`config.mk`:
```
export PLATFORM = sky130hd
export DESIGN_NAME = bsg_clk_mon_counter_flat
export DESIGN_NICKNAME = d
export VERILOG_FILES = /design/src/rtl/bsg_clk_mon_counter_pkg.sv /design/src/rtl/bsg_clk_mon_counter_if.sv /design/src/rtl/bsg_clk_mon_sync_edge.sv /design/src/rtl/bsg_clk_mon_counter.sv /design/src/flat_wrapper.sv
export SDC_FILE = /design/constraint.sdc
export NUM_CORES = 1
export LEC_CHECK = 0
export BUFFER_PORTS_ARGS = -buffer_cell sky130_fd_sc_hd__buf_2
export CAP_MARGIN = 10
export CORE_ASPECT_RATIO = 0.5
export CORE_UTILIZATION = 45
export DETAILED_ROUTE_END_ITERATION = 10
export SKIP_CTS_REPAIR_TIMING = 1
export SKIP_LAST_GASP = 1
export SYNTH_ARGS = -nofsm -noshare
export SYNTH_HDL_FRONTEND = slang
export SYNTH_SLANG_ARGS = --single-unit
```
`constraint.sdc`:
```
create_clock -name clk_i -period 2.7 [get_ports clk_i]
set_input_delay 0 -clock clk_i [delete_from_list [all_inputs] [get_ports clk_i]]
set_output_delay 0 -clock clk_i [all_outputs]
set_load 0.005 [all_outputs]
```
`src/rtl/bsg_clk_mon_counter_pkg.sv`:
```
// Shared types and default widths for the clock-monitor frequency meter.
// The chip top and the readout logic import this so they agree on result widths.
`timescale 1ns/1ps
package bsg_clk_mon_counter_pkg;

  typedef enum logic [1:0] {
    IDLE   = 2'd0,
    SETTLE = 2'd1,
    COUNT  = 2'd2,
    DONE   = 2'd3
  } bsg_clk_mon_state_e;

  localparam int clk_mon_window_lg_gp   = 12;
  localparam int clk_mon_count_width_gp = 16;

endpackage

```
`src/rtl/bsg_clk_mon_counter_if.sv`:
```
// Control and result handshake between the frequency meter and its consumer.
`timescale 1ns/1ps
interface bsg_clk_mon_counter_if
  import bsg_clk_mon_counter_pkg::*;
#(
  parameter int count_width_p = clk_mon_count_width_gp
) ();

  logic                     start_i;
  logic                     continuous_i;
  logic                     busy_o;
  logic                     v_o;
  logic                     ready_i;
  logic [count_width_p-1:0] count_o;
  logic                     overflow_o;

  modport master (
    input  start_i, continuous_i, ready_i,
    output busy_o, v_o, count_o, overflow_o
  );

  modport slave (
    output start_i, continuous_i, ready_i,
    input  busy_o, v_o, count_o, overflow_o
  );

endinterface

```
`src/rtl/bsg_clk_mon_sync_edge.sv`:
```
// Synchronizes an asynchronous clock-like signal into clk_i and flags each rising edge.
`timescale 1ns/1ps
module bsg_clk_mon_sync_edge #(
  parameter int sync_stages_p = 2
) (
  input  logic clk_i,
  input  logic reset_i,
  input  logic async_i,
  output logic edge_o
);

  logic [sync_stages_p-1:0] sync_q;
  logic                     prev_q;

  always_ff @(posedge clk_i) begin
    if (reset_i) begin
      sync_q <= '0;
      prev_q <= 1'b0;
    end else begin
      sync_q <= {sync_q[sync_stages_p-2:0], async_i};
      prev_q <= sync_q[sync_stages_p-1];
    end
  end

  assign edge_o = sync_q[sync_stages_p-1] & ~prev_q;

endmodule

```
`src/rtl/bsg_clk_mon_counter.sv`:
```
// Frequency meter: counts divided-monitor-clock edges over a fixed reference window
// and hands the saturating count to software over a valid/ready handshake.
`timescale 1ns/1ps
module bsg_clk_mon_counter
  import bsg_clk_mon_counter_pkg::*;
#(
  parameter int window_lg_p   = clk_mon_window_lg_gp,
  parameter int count_width_p = clk_mon_count_width_gp,
  parameter int sync_stages_p = 2
) (
  input  logic                  clk_i,
  input  logic                  reset_i,
  input  logic                  div_clk_i,
  bsg_clk_mon_counter_if.master mon_if
);

  localparam int timer_width_lp = window_lg_p + 1;
  localparam logic [timer_width_lp-1:0] settle_last_lp = timer_width_lp'(sync_stages_p);
  localparam logic [timer_width_lp-1:0] window_last_lp = timer_width_lp'((1 << window_lg_p) - 1);

  bsg_clk_mon_state_e        state_r, state_n;
  logic [timer_width_lp-1:0] timer_r;
  logic [count_width_p-1:0]  cnt_r, cnt_n;
  logic                      ovf_r, ovf_n;
  logic [count_width_p-1:0]  result_cnt_r;
  logic                      result_ovf_r;
  logic                      div_edge;

  bsg_clk_mon_sync_edge #(
    .sync_stages_p(sync_stages_p)
  ) sync_edge (
    .clk_i  (clk_i),
    .reset_i(reset_i),
    .async_i(div_clk_i),
    .edge_o (div_edge)
  );

  always_ff @(posedge clk_i) begin
    if (reset_i) state_r <= IDLE;
    else         state_r <= state_n;
  end

  always_comb begin
    state_n = state_r;
    case (state_r)
      IDLE:    if (mon_if.start_i) state_n = SETTLE;
      SETTLE:  if (timer_r == settle_last_lp) state_n = COUNT;
      COUNT:   if (timer_r == window_last_lp) state_n = DONE;
      DONE:    if (mon_if.ready_i) state_n = mon_if.continuous_i ? SETTLE : IDLE;
      default: state_n = IDLE;
    endcase
  end

  // One timer serves both the settle delay and the window; it restarts on every state change.
  always_ff @(posedge clk_i) begin
    if (reset_i || (state_n != state_r))
      timer_r <= '0;
    else if ((state_r == SETTLE) || (state_r == COUNT))
      timer_r <= timer_r + timer_width_lp'(1);
  end

  always_comb begin
    cnt_n = cnt_r;
    ovf_n = ovf_r;
    if ((state_r == COUNT) && div_edge) begin
      if (&cnt_r) ovf_n = 1'b1;
      else        cnt_n = cnt_r + count_width_p'(1);
    end
  end

  always_ff @(posedge clk_i) begin
    if (reset_i || (state_r == SETTLE)) begin
      cnt_r <= '0;
      ovf_r <= 1'b0;
    end else begin
      cnt_r <= cnt_n;
      ovf_r <= ovf_n;
    end
  end

  // Capture the next-value so an edge in the final window cycle is included in the result.
  always_ff @(posedge clk_i) begin
    if (reset_i) begin
      result_cnt_r <= '0;
      result_ovf_r <= 1'b0;
    end else if ((state_r == COUNT) && (state_n == DONE)) begin
      result_cnt_r <= cnt_n;
      result_ovf_r <= ovf_n;
    end
  end

  assign mon_if.busy_o     = (state_r != IDLE);
  assign mon_if.v_o        = (state_r == DONE);
  assign mon_if.count_o    = result_cnt_r;
  assign mon_if.overflow_o = result_ovf_r;

endmodule

```
`src/flat_wrapper.sv`:
```
// flat-port wrapper written by rule: the top's interface ports become plain ports
module bsg_clk_mon_counter_flat import bsg_clk_mon_counter_pkg::*;
#(
  parameter int window_lg_p   = clk_mon_window_lg_gp,
  parameter int count_width_p = clk_mon_count_width_gp,
  parameter int sync_stages_p = 2
)
  (clk_i, reset_i, div_clk_i, mon_if_start_i, mon_if_continuous_i, mon_if_ready_i, mon_if_busy_o, mon_if_v_o, mon_if_count_o, mon_if_overflow_o);
  bsg_clk_mon_counter_if #(.count_width_p(count_width_p)) mon_if_i ();
  input  logic clk_i;
  input  logic reset_i;
  input  logic div_clk_i;
  input wire logic [$bits(mon_if_i.start_i)-1:0] mon_if_start_i;
  input wire logic [$bits(mon_if_i.continuous_i)-1:0] mon_if_continuous_i;
  input wire logic [$bits(mon_if_i.ready_i)-1:0] mon_if_ready_i;
  output wire logic [$bits(mon_if_i.busy_o)-1:0] mon_if_busy_o;
  output wire logic [$bits(mon_if_i.v_o)-1:0] mon_if_v_o;
  output wire logic [$bits(mon_if_i.count_o)-1:0] mon_if_count_o;
  output wire logic [$bits(mon_if_i.overflow_o)-1:0] mon_if_overflow_o;
  assign mon_if_i.start_i = mon_if_start_i;
  assign mon_if_i.continuous_i = mon_if_continuous_i;
  assign mon_if_i.ready_i = mon_if_ready_i;
  assign mon_if_busy_o = mon_if_i.busy_o;
  assign mon_if_v_o = mon_if_i.v_o;
  assign mon_if_count_o = mon_if_i.count_o;
  assign mon_if_overflow_o = mon_if_i.overflow_o;
  bsg_clk_mon_counter #(.window_lg_p(window_lg_p), .count_width_p(count_width_p), .sync_stages_p(sync_stages_p)) u_core (.clk_i(clk_i), .reset_i(reset_i), .div_clk_i(div_clk_i), .mon_if(mon_if_i));
endmodule
```
=== After elaboration in Yosys (flattened, before gate mapping) ===
Cells that the tools add are included.

* Add/subtract/negate cells: 2
* Multiply operators: 0
* Divide/modulo/power cells: 0
* Order comparisons: 0
* Equality and inequality tests: 7
* Shift operators: 0
* Mux-type cells: 10
* Bitwise logic cells: 2
* Reduce and logical (&&, ||, !) cells: 8

{| class="wikitable"
|+ Operators with widths
! kind !! number
|-
| $mux W16 || 2
|-
| $add A16 B1 Y16 const B || 1
|-
| $reduce_and A16 Y1 || 1
|-
| $add A13 B1 Y13 const B || 1
|-
| $eq A13 B12 Y1 const B || 1
|-
| $eq A13 B2 Y1 const B || 1
|-
| $mux W2 || 4
|-
| $pmux W2 S4 || 1
|-
| $eq A2 B2 Y1 const B || 3
|-
| $logic_or A1 B1 Y1 || 3
|-
| $mux W1 || 3
|-
| $eq A2 B1 Y1 const B || 1
|-
| $logic_and A1 B1 Y1 || 2
|-
| $logic_not A2 Y1 || 1
|-
| $ne A2 B2 Y1 || 1
|-
| $reduce_bool A2 Y1 || 1
|-
| $and A1 B1 Y1 || 1
|-
| $not A1 Y1 || 1
|}

* Register bits after elaboration: 52
* Latch bits: 0
* Bits in writable memories: 0
* ROM bits: 0
* Bits of input ports: 6
* Output and inout port bits: 19
* Memories: 0

=== Longest topological paths before layout ===
Gate-level depths: netlist (run 1).

* Depth in word-level cells: 5
* Mapped depth: 9
* Gate-level depth less buffers: 7

=== Modules after synthesis ===
Synthesis (run 1) repeated with hierarchy kept, for this count alone.

* Cells, all modules: 279
* Area, all modules: 2541.2 um2

{| class="wikitable"
|+ Modules (own cells, without submodules)
! module !! times used !! cells each !! area each (um2) !! seq. area each (um2)
|-
| bsg_clk_mon_counter || 1 || 272 || 2453.6 || 980.9
|-
| bsg_clk_mon_sync_edge || 1 || 7 || 87.6 || 60.1
|}

=== Worst setup path after synthesis (run 1) ===
OpenSTA, ideal clock, no wires.

* Kind: reg2reg
* From: register u_core.state_r[0]
* To: register u_core.result_cnt_r[15] (netlist: u_core.mon_if.count_o[15])
* Arrival time: 2.140 ns
* Data required time: 2.578 ns
* Path slack: 0.439 ns
* Cell stages (with the launch flop): 9
* Period minus slack after synthesis: 2.261 ns
* Cells stage by stage: dfxtp_1 > inv_1 > ha_1 > nand3b_1 > or4_1 > buf_2 > or4b_4 > o21ai_2 > o22ai_1

* Longest elaborated chain between the ends: 4
* Elaborated cells between the ends (all ways): 13

{| class="wikitable"
|+ RTL lines
! element !! line !! source
|-
| start: declaration || bsg_clk_mon_counter.sv:21 || <nowiki>bsg_clk_mon_state_e state_r, state_n;</nowiki>
|-
| start signal: assignment || bsg_clk_mon_counter.sv:40 || <nowiki>else state_r <= state_n;</nowiki>
|-
| $eq A2 B2 Y1 (tied with other cells) || bsg_clk_mon_counter.sv:45 || <nowiki>case (state_r)</nowiki>
|-
| $pmux W2 S4 || bsg_clk_mon_counter.sv:45 ||
|-
| $eq A2 B2 Y1 || bsg_clk_mon_counter.sv:86 || <nowiki>end else if ((state_r == COUNT) && (state_n == DONE)) begin</nowiki>
|-
| $logic_and A1 B1 Y1 || bsg_clk_mon_counter.sv:86 ||
|-
| end signal: assignment || bsg_clk_mon_counter.sv:87 || <nowiki>result_cnt_r <= cnt_n;</nowiki>
|-
| end: declaration || bsg_clk_mon_counter.sv:25 || <nowiki>logic [count_width_p-1:0] result_cnt_r;</nowiki>
|}

Parallel ways exist; a longest one is shown, timed or not.
A chain may end at the register's enable or synchronous reset.

=== Final worst setup path (run 1) ===
* From: register u_core.state_r[1]
* To: register u_core.result_cnt_r[4] (netlist: u_core.mon_if.count_o[4])

The elaborated chain is that of the path after synthesis.

==> results of run 1 <==
-- cell usage after synthesis, drive strengths merged (3+ instances only) --
master   n
a211oi  11
a21oi    7
buf      5
clkbuf   6
dfxtp   52
ha       8
inv     10
mux2i    5
nand2   12
nand2b   7
nand3   13
nand4    9
nor2    48
nor2b    5
nor3     9
nor3b    3
nor4     7
o211ai   3
o21ai    8
o22ai    3
xnor2   12
xor2     7
-- sequential cells by signal, summed over array words and instances, names as in the netlist --
register	flops
u_core.cnt_r	16
u_core.mon_if.count_o	16
u_core.timer_r	13
u_core.state_r	2
u_core.sync_edge.sync_q	2
u_core.mon_if.overflow_o	1
u_core.ovf_r	1
u_core.sync_edge.prev_q	1
-- final timing paths --
| kind | end | slack, ps | depth (start not counted) |
|---|---|---|---|
| max reg2reg | u_core.mon_if.count_o[4]$_SDFFE_PP0P_ | 290 | 7 |
| min | u_core.state_r[0]$_SDFF_PP0_ | 110 | 3 |
| max | u_core.mon_if.count_o[4]$_SDFFE_PP0P_ | 290 | 7 |
| min reg2reg | u_core.sync_edge.sync_q[1]$_SDFF_PP0_ | 450 | 1 |
-- through the flow --
step                instances  utilization [%]
floorplan                 272                -
global placement          361             52.0
detailed placement        361             52.0
CTS                       369             53.7
global route              370             54.0
finish                    370             54.0
-- logic make-up after synthesis --
kind of cell	synth area share, %
AO/OA/AOI/OAI	11.5
XOR/XNOR	6.93
adder cells (fa/ha/maj)	4.17
buffers and inverters	3.86
flip-flops	43.4
multiplexers	3.02
AND/OR/NAND/NOR	27.1
-- report_power, final --
part	internal [uW]	switching, uW
Sequential	777	9.30
Combinational	49.6	87.4
Clock	181	254
Total	1010	351
-- worst reg2reg max path, delay by kind of cell, from the launching register on --
kind                     cells  cell delay, ps
AO/OA/AOI/OAI                2             550
flip-flops                   1             480
buffers and inverters        2             390
AND/OR/NAND/NOR              2             640
adder cells (fa/ha/maj)      1             290
-- cell type report --
class	instances	area share, %
tap	70	3.23
inverter	10	1.39
sequential	52	38.4
clock buffer	5	2.54
timing repair buffer	31	6.46
multi-input combinational	199	47.3
clock inverter	3	0.693
-- routing by layer --
| metal | GRT usage (%) | share of wire [%] |
|---|---|---|
| met5 | 0 | 0 |
| met4 | 3.99 | 0.88 |
| met3 | 5.21 | 2.7 |
| met2 | 29.7 | 46 |
| met1 | 21.8 | 50 |
==> flow_summary.yaml, run 1 <==
power_and_ir_drop:
  total_power_uw: 1360
  peakVddDrop_mv: 0.259
  leakage_uw: 0.000956
  p_per_area_nw_per_um2: 501
critical_path:
  max_stage_delay_ps: 570
  cp_slowest_cell: "or4_4"
  path_cells: "ha_2, inv_1, or4_4, a311oi_4, buf_4, nor2_1, a211oi_1"
  cp-start-kind: "flip-flop"
  worstSetupStartpoint: "u_core.state_r[1]$_SDFF_PP0_"
  end_kind: "flip-flop"
  crit_type: "flip-flop to flip-flop"
  path_buf_inv: 2
  cp.arrival_ps: 2630
  cp_top_family: "simple AND/OR/NAND/NOR gates"
  worstPathMaxFanout: 21
  r2r_start: "u_core.state_r[1]$_SDFF_PP0_"
  required_ps: 2920
route:
  drc: 0
  post_drt_wl_per_cell_um: 12.3
  dr.pass1.iters: 4
  drt_wl_total_um: 4530
  viasPerCell: 5.20
  ant_nets: 0
  via_count: 1923
  drtIter0Drc: 34
clocking:
  cts_tree: "built"
  htreeDepth: 2
  cts_buffers: 5
  clkSlewWorstSetupHoldPaths_ps: 100
  cts_root_buffer: "clkbuf_8"
  clockBufferDepth: 2
  cts_sinks: 52
  clock_latency_ps: 300
synthesis:
  synth_flop_cell: "dfxtp_1"
  syn_area_per_cell_um2: 8.83
  synth_edf_count: 0
  synth_top_area_cell: "dfxtp_1"
  syn_area_um2: 2400
  synth_cells: 272
  yosysUniqueCellTypes: 44
  synth_area_leaders: "dfxtp_1 43%, nor2_1 7.5%, xnor2_1 4.4%"
  syn-num-nets: 286
  ys_async_sr_fraction_pct: 0
  ys_seq_elements: 52
  ys_warn_count: 0
  yosysSeqAreaShare_pct: 43.4
  synth_top_area_share_pct: 43.4
placement:
  place_ws_ps: 251
  port-buffer-count: 24
  place.gp.congestion: 0.833
  place_hpwl_um: 3240
  postPlaceCellArea_um2: 2610
global_route:
  grt_max_degree: 26
  grt.total_usage_pct: 17.2
  grt_pass1_wl_um: 7620
  grt_pass1_vias: 1705
  antenna_found_initial: 0
  grt_overflow_total: 0
finish:
  area_growth_pct: 12.9
  n_antenna_cell: 0
  layout_common_cells: "52 x dfxtp_1, 48 x nor2_1, 24 x buf_2"
  drive_above_1_share_pct: 16.3
  layout.cells.most_common: "dfxtp_1"
  multi_input_area_um2: 1280
  fin_nets: 313
  register_area_um2: 1040
  final_area_um2: 2710
  nFillCells: 480
sta:
  timing.final.ws_setup_ps: 289
  fmax_mhz: 415
  setup_violations: 0
  worstMarginPinSlew_ps: 481
  drv_slew: 0
  tns_ps: 0
  max_slew_margin_pct: 67.9
  clock_skew_ps: 9.23
  rsz0062_at_grt: "no"
  finalCriticalPeriod_ps: 2410
  finalCritPeriodShare_pct: 89.3
  whs_ps: 112
  hold_viol: 0
hold_path:
  min-delay-start: "mon_if_start_i"
  hold_path.class: "input pin to flip-flop"
floorplan:
  dieArea_um2: 5650
  die_height_um: 53.7
  coreArea_um2: 5020
  die_x_um: 105
  ios: 25
  row_count: 18
  start_util_pct: 47.8
run_status:
  outcome: "finished, final reports clean"
job:
  cap_violations: 0
Note: power is estimated with default switching activity, not from simulation.
==> inputs of run 2 (changes only) <==
--- a/config.mk
+++ b/config.mk
@@ -7,7 +7,7 @@
 export LEC_CHECK = 0
 export BUFFER_PORTS_ARGS = -buffer_cell sky130_fd_sc_hd__buf_2
 export CAP_MARGIN = 10
-export CORE_ASPECT_RATIO = 0.5
+export CORE_ASPECT_RATIO = 0.7
 export CORE_UTILIZATION = 45
 export DETAILED_ROUTE_END_ITERATION = 10
 export SKIP_CTS_REPAIR_TIMING = 1
==> run 2 against run 1 <==
- fmax decreased by 2.8%
- clock power increased by 4.6%
- largest power group unchanged
- highest routed layer unchanged
- die area decreased by 0.23%
- critical path type unchanged
- utilization increased by 1.4 points
- wire length increased by 9.2%
- first-iteration DRC count increased by 140%
- critical endpoint is now u_core.mon_if.count_o[11]$_SDFFE_PP0P_
- clock-buffer cell count increased by 3
- worst setup slack got worse by 69 ps
- via count increased by 0.26%
==> flow_summary.yaml, run 2 (same netlist as run 1, synthesis figures left out) <==
placement:
  port-buffer-count: 24
  postPlaceCellArea_um2: 2640
  place.gp.congestion: 0.794
  place_hpwl_um: 3500
route:
  drt_wl_total_um: 4950
  viasPerCell: 5.20
  via_count: 1928
  ant_nets: 0
  post_drt_wl_per_cell_um: 13.3
  drc: 0
  drtIter0Drc: 83
  dr.pass1.iters: 4
floorplan:
  coreArea_um2: 4940
  row_count: 21
  ios: 25
  start_util_pct: 48.6
  die_x_um: 89.3
  dieArea_um2: 5640
  die_height_um: 63.1
finish:
  fin_nets: 315
  drive_above_1_share_pct: 15.9
  layout.cells.most_common: "dfxtp_1"
  nFillCells: 489
  final_area_um2: 2740
  layout_common_cells: "52 x dfxtp_1, 48 x nor2_1, 24 x buf_2"
  area_growth_pct: 14.0
  multi_input_area_um2: 1280
  register_area_um2: 1040
  n_antenna_cell: 0
  utilization_pct: 55.4
critical_path:
  cp-start-kind: "flip-flop"
  crit_type: "flip-flop to flip-flop"
  rrSetupSlack_ps: 220
  worstPathMaxFanout: 31
  regToRegEndpoint: "u_core.mon_if.count_o[11]$_SDFFE_PP0P_"
  worstSetupStartpoint: "u_core.state_r[0]$_SDFF_PP0_"
  required_ps: 2940
  r2r_start: "u_core.state_r[0]$_SDFF_PP0_"
  cp.arrival_ps: 2720
  end_kind: "flip-flop"
  r2r_cells: 8
sta:
  finalCritPeriodShare_pct: 91.9
  max_slew_margin_pct: 66.6
  setup_violations: 0
  whs_ps: 104
  worstMarginPinSlew_ps: 494
  rsz0062_at_grt: "no"
  fmax_mhz: 403
  drv_slew: 0
  tns_ps: 0
  finalCriticalPeriod_ps: 2480
  clock_skew_ps: 6.36
  hold_viol: 0
hold_path:
  holdPathEnd: "u_core.state_r[0]$_SDFF_PP0_"
  hold_path.class: "input pin to flip-flop"
  hold_depth: 3
  min-delay-start: "mon_if_start_i"
global_route:
  grt.total_usage_pct: 19.5
  grt_max_degree: 32
  use_met1_pct: 30.1
  grt_overflow_total: 0
  grt_busiest_layer: "met1"
  grtUsageMet2_pct: 26.6
  grt_pass1_vias: 1779
  gr-usage-met3_pct: 4.72
  antenna_found_initial: 0
  grt_pass1_wl_um: 8450
clocking:
  clkSlewWorstSetupHoldPaths_ps: 90
  clockBufferDepth: 2
  htreeDepth: 2
  clock_latency_ps: 300
  cts_root_buffer: "clkbuf_8"
  cts_tree: "built"
  cts_sinks: 52
  cts_buffers: 5
job:
  cap_violations: 0
power_and_ir_drop:
  peakVddDrop_mv: 0.376
  leakage_uw: 0.000966
  p_per_area_nw_per_um2: 506
run_status:
  outcome: "finished, final reports clean"
==> run 2: area by class of cell <==
type	count	share of cell area, %
clock buffers	8	3.29
inverters	10	1.37
multi-input cells	199	46.7
flip-flops and latches	52	38.0
well taps	69	3.16
repair buffers	33	7.41
==> run 2: worst max-delay path by stage <==
stage / end / cells after the start
finish: u_core.mon_if.count_o[11]$_SDFFE_PP0P_ / 8
global route: u_core.mon_if.count_o[11]$_SDFFE_PP0P_ / 8
CTS: u_core.mon_if.count_o[11]$_SDFFE_PP0P_ / 8
detailed placement: u_core.mon_if.count_o[11]$_SDFFE_PP0P_ / 8
global placement: u_core.mon_if.count_o[11]$_SDFFE_PP0P_ / 8
floorplan: u_core.mon_if.count_o[15]$_SDFFE_PP0P_ / 8
==> run 2: where the power goes <==
group / internal (uW) / total, uW / switching [uW]
combinational: 53.9 / 146 / 92.4
clock: 210 / 455 / 245
sequential: 777 / 785 / 7.96
==> run 2: critical path, cell delays in order (launching register included) <==
cell and delay (ps):
dfxtp_1 320, inv_1 160, ha_1 280, inv_1 100
or4_4 590, a311oi_4 310, buf_12 220, mux2_2 350
nor2_1 90
==> run 2: layer usage <==
metal | wire, um | share of wire, % | vias to the layer above
li1 | - | - | 1018
met3 | 214 | 4.3 | 6
met1 | 2880 | 58 | 866
met2 | 1820 | 37 | 38
met5 | 0 | 0 | -
met4 | 41 | 0.83 | 0
==> run 2: metrics by stage <==
| step | power [uW] | cells | setup slack (ps) |
|---|---|---|---|
| floorplan | 901 | 272 | 439 |
| global placement | 946 | 362 | 315 |
| detailed placement | 946 | 362 | 258 |
| CTS | 1390 | 370 | 229 |
| global route | 1450 | 371 | 75.8 |
| finish | 1390 | 371 | 220 |
==> inputs of run 3 (changes only) <==
--- a/config.mk
+++ b/config.mk
@@ -14,4 +14,5 @@
 export SKIP_LAST_GASP = 1
 export SYNTH_ARGS = -nofsm -noshare
 export SYNTH_HDL_FRONTEND = slang
+export SYNTH_HIERARCHICAL = 1
 export SYNTH_SLANG_ARGS = --single-unit
==> run 3 against run 2 <==
- critical endpoint is now u_core/mon_if.count_o[15]$_SDFFE_PP0P_
- first-iteration DRC count increased by 66%
- synthesized cell count increased by 2.6%
- sequential power increased by 7.9%
==> flow_summary.yaml, run 3 <==
job:
  cap_violations: 0
clocking:
  cts_sinks: 52
  cts_tree: "built"
  htreeDepth: 2
  cts_root_buffer: "clkbuf_8"
  clock_latency_ps: 300
  cts_buffers: 5
  clockBufferDepth: 2
  clkSlewWorstSetupHoldPaths_ps: 90
power_and_ir_drop:
  p_sw_uw: 599
  p_per_area_nw_per_um2: 684
  p_int_uw: 1330
  leakage_uw: 0.00106
  clockPowerShare_pct: 29.7
  power_frac_seq_pct: 43.9
  peakVddDrop_mv: 0.375
  switching_share_pct: 31.1
  total_power_uw: 1930
  combPwrFrac_pct: 26.3
route:
  drtIter0Drc: 138
  post_drt_wl_per_cell_um: 13.5
  drc: 0
  ant_nets: 0
  dr.pass1.iters: 4
  viasPerCell: 5.40
  via_count: 2020
  drt_wl_total_um: 5040
synthesis:
  synth_commonest_cells: "52 x dfxtp_1, 44 x nor2_1, 15 x nand4_1"
  syn-num-nets: 293
  ys_seq_elements: 52
  ys_async_sr_fraction_pct: 0
  syn_area_per_cell_um2: 9.11
  synth_area_leaders: "dfxtp_1 41%, nor2_1 6.5%, ha_1 3.9%"
  synth_flop_cell: "dfxtp_1"
  yosysUniqueCellTypes: 48
  yosysSeqAreaShare_pct: 41.0
  yosysMostFrequentCell: "dfxtp_1"
  syn_area_um2: 2540
  synth_edf_count: 0
  synth_cells: 279
  synth_top_area_share_pct: 41.0
  ys_warn_count: 6
  synth_top_area_cell: "dfxtp_1"
critical_path:
  r2r_cells: 7
  regToRegEndpoint: "u_core/mon_if.count_o[15]$_SDFFE_PP0P_"
  cp.arrival_ps: 2520
  cp_slowest_cell: "or4_1"
  path_cells: "inv_1, ha_1, and2_1, nand4_1, or4_1, nand3_1, a21oi_1"
  max_stage_delay_ps: 610
  required_ps: 2870
  crit_type: "flip-flop to flip-flop"
  end_kind: "flip-flop"
  rrSetupSlack_ps: 360
  r2r_start: "u_core/state_r[0]$_SDFF_PP0_"
  cp-start-kind: "flip-flop"
  worstPathMaxFanout: 9
global_route:
  grt_overflow_total: 0
  grt.total_usage_pct: 18.3
  antenna_found_initial: 0
  grt_max_degree: 30
  grt_pass1_vias: 1806
  grt_pass1_wl_um: 8610
run_status:
  outcome: "finished, final reports clean"
sta:
  worstMarginPinSlew_ps: 537
  fmax_mhz: 427
  tns_ps: 0
  hold_viol: 0
  finalCriticalPeriod_ps: 2340
  finalCritPeriodShare_pct: 86.8
  rsz0062_at_grt: "no"
  drv_slew: 0
  clock_skew_ps: 5.23
  setup_violations: 0
  max_slew_margin_pct: 63.9
hold_path:
  hold_path.class: "input pin to flip-flop"
  min-delay-start: "mon_if_start_i"
  holdPathEnd: "u_core/state_r[0]$_SDFF_PP0_"
  hold_depth: 3
floorplan:
  die_x_um: 91.8
  ios: 25
  start_util_pct: 47.6
  dieArea_um2: 5960
  row_count: 22
  die_height_um: 64.9
  coreArea_um2: 5340
finish:
  area_growth_pct: 10.9
  n_antenna_cell: 0
  nFillCells: 510
  utilization_pct: 52.8
  drive_above_1_share_pct: 18.5
  fin_nets: 315
  layout.cells.most_common: "dfxtp_1"
  layout_common_cells: "52 x dfxtp_1, 44 x nor2_1, 24 x buf_2"
placement:
  place.gp.congestion: 0.862
  place_hpwl_um: 3530
  port-buffer-count: 24
## run 3: per-layer routing
| metal | wire length (um) | global-route usage [%] |
|---|---|---|
| met3 | 264 | 3.76 |
| met2 | 1980 | 25.8 |
| met1 | 2760 | 27.8 |
| met4 | 41 | 5.27 |
| met5 | 0 | 0 |
## run 3: kinds of logic (layout without fill, tap and decap cells)
family,after synthesis,in the layout,share of synthesized area (%)
AO/OA/AOI/OAI,37,37,11.9
XOR/XNOR,19,19,6.55
adder cells (fa/ha/maj),8,8,3.94
buffers and inverters,23,46,4.92
flip-flops,52,52,41.0
multiplexers,9,9,3.64
AND/OR/NAND/NOR,131,131,28.1
## run 3: how the worst max path moves through the flow
stage	start	to	slack, ps	cells past startpoint
2_1_floorplan	u_core/state_r[0]$_SDFF_PP0_	u_core/mon_if.count_o[15]$_SDFFE_PP0P_	680	8
3_3_place_gp	u_core/state_r[0]$_SDFF_PP0_	u_core/timer_r[3]$_SDFFE_PP0P_	400	8
3_5_place_dp	u_core/state_r[0]$_SDFF_PP0_	u_core/timer_r[4]$_SDFFE_PP0P_	290	8
4_1_cts	u_core/state_r[0]$_SDFF_PP0_	u_core/timer_r[4]$_SDFFE_PP0P_	250	8
5_1_grt	u_core/state_r[0]$_SDFF_PP0_	u_core/timer_r[4]$_SDFFE_PP0P_	140	8
6_report	u_core/state_r[0]$_SDFF_PP0_	u_core/mon_if.count_o[15]$_SDFFE_PP0P_	360	7
## run 3: power by group through the flow
| stage | logic (uW) | clock network [uW] | registers, uW |
|---|---|---|---|
| after floorplan | 382 | 0 | 859 |
| after global placement | 482 | 0 | 866 |
| after detailed placement | 489 | 0 | 866 |
| after CTS | 493 | 591 | 848 |
| after global routing | 572 | 626 | 856 |
| final | 508 | 574 | 847 |
## run 3: metrics by stage
stage / setup slack (ps) / instances / hold WS (ps) / cell area [um^2]
after floorplan: 681 / 279 / 71.6 / 2540
after global placement: 397 / 364 / 210 / 2680
after detailed placement: 287 / 364 / 215 / 2680
after CTS: 250 / 372 / -102 / 2800
after global routing: 139 / 374 / 92.7 / 2820
final: 355 / 374 / 85.6 / 2820
## run 3: layout make-up
class,count,area [um^2],share of cell area [%]
Clock buffer,7,96.3,3.42
Inverter,11,41.3,1.46
Tap cell,72,90.1,3.20
Clock inverter,1,30.0,1.07
Timing Repair Buffer,27,145,5.15
Multi-Input combinational cell,204,1380,48.8
Sequential cell,52,1040,36.9
## run 3: critical path, delay by kind of cell (launching register included)
family          cells  cell delay [ps]
flops               1              400
buf+inv             1              190
fa+ha+maj           1              370
simple gates        4             1200
compound gates      1               60
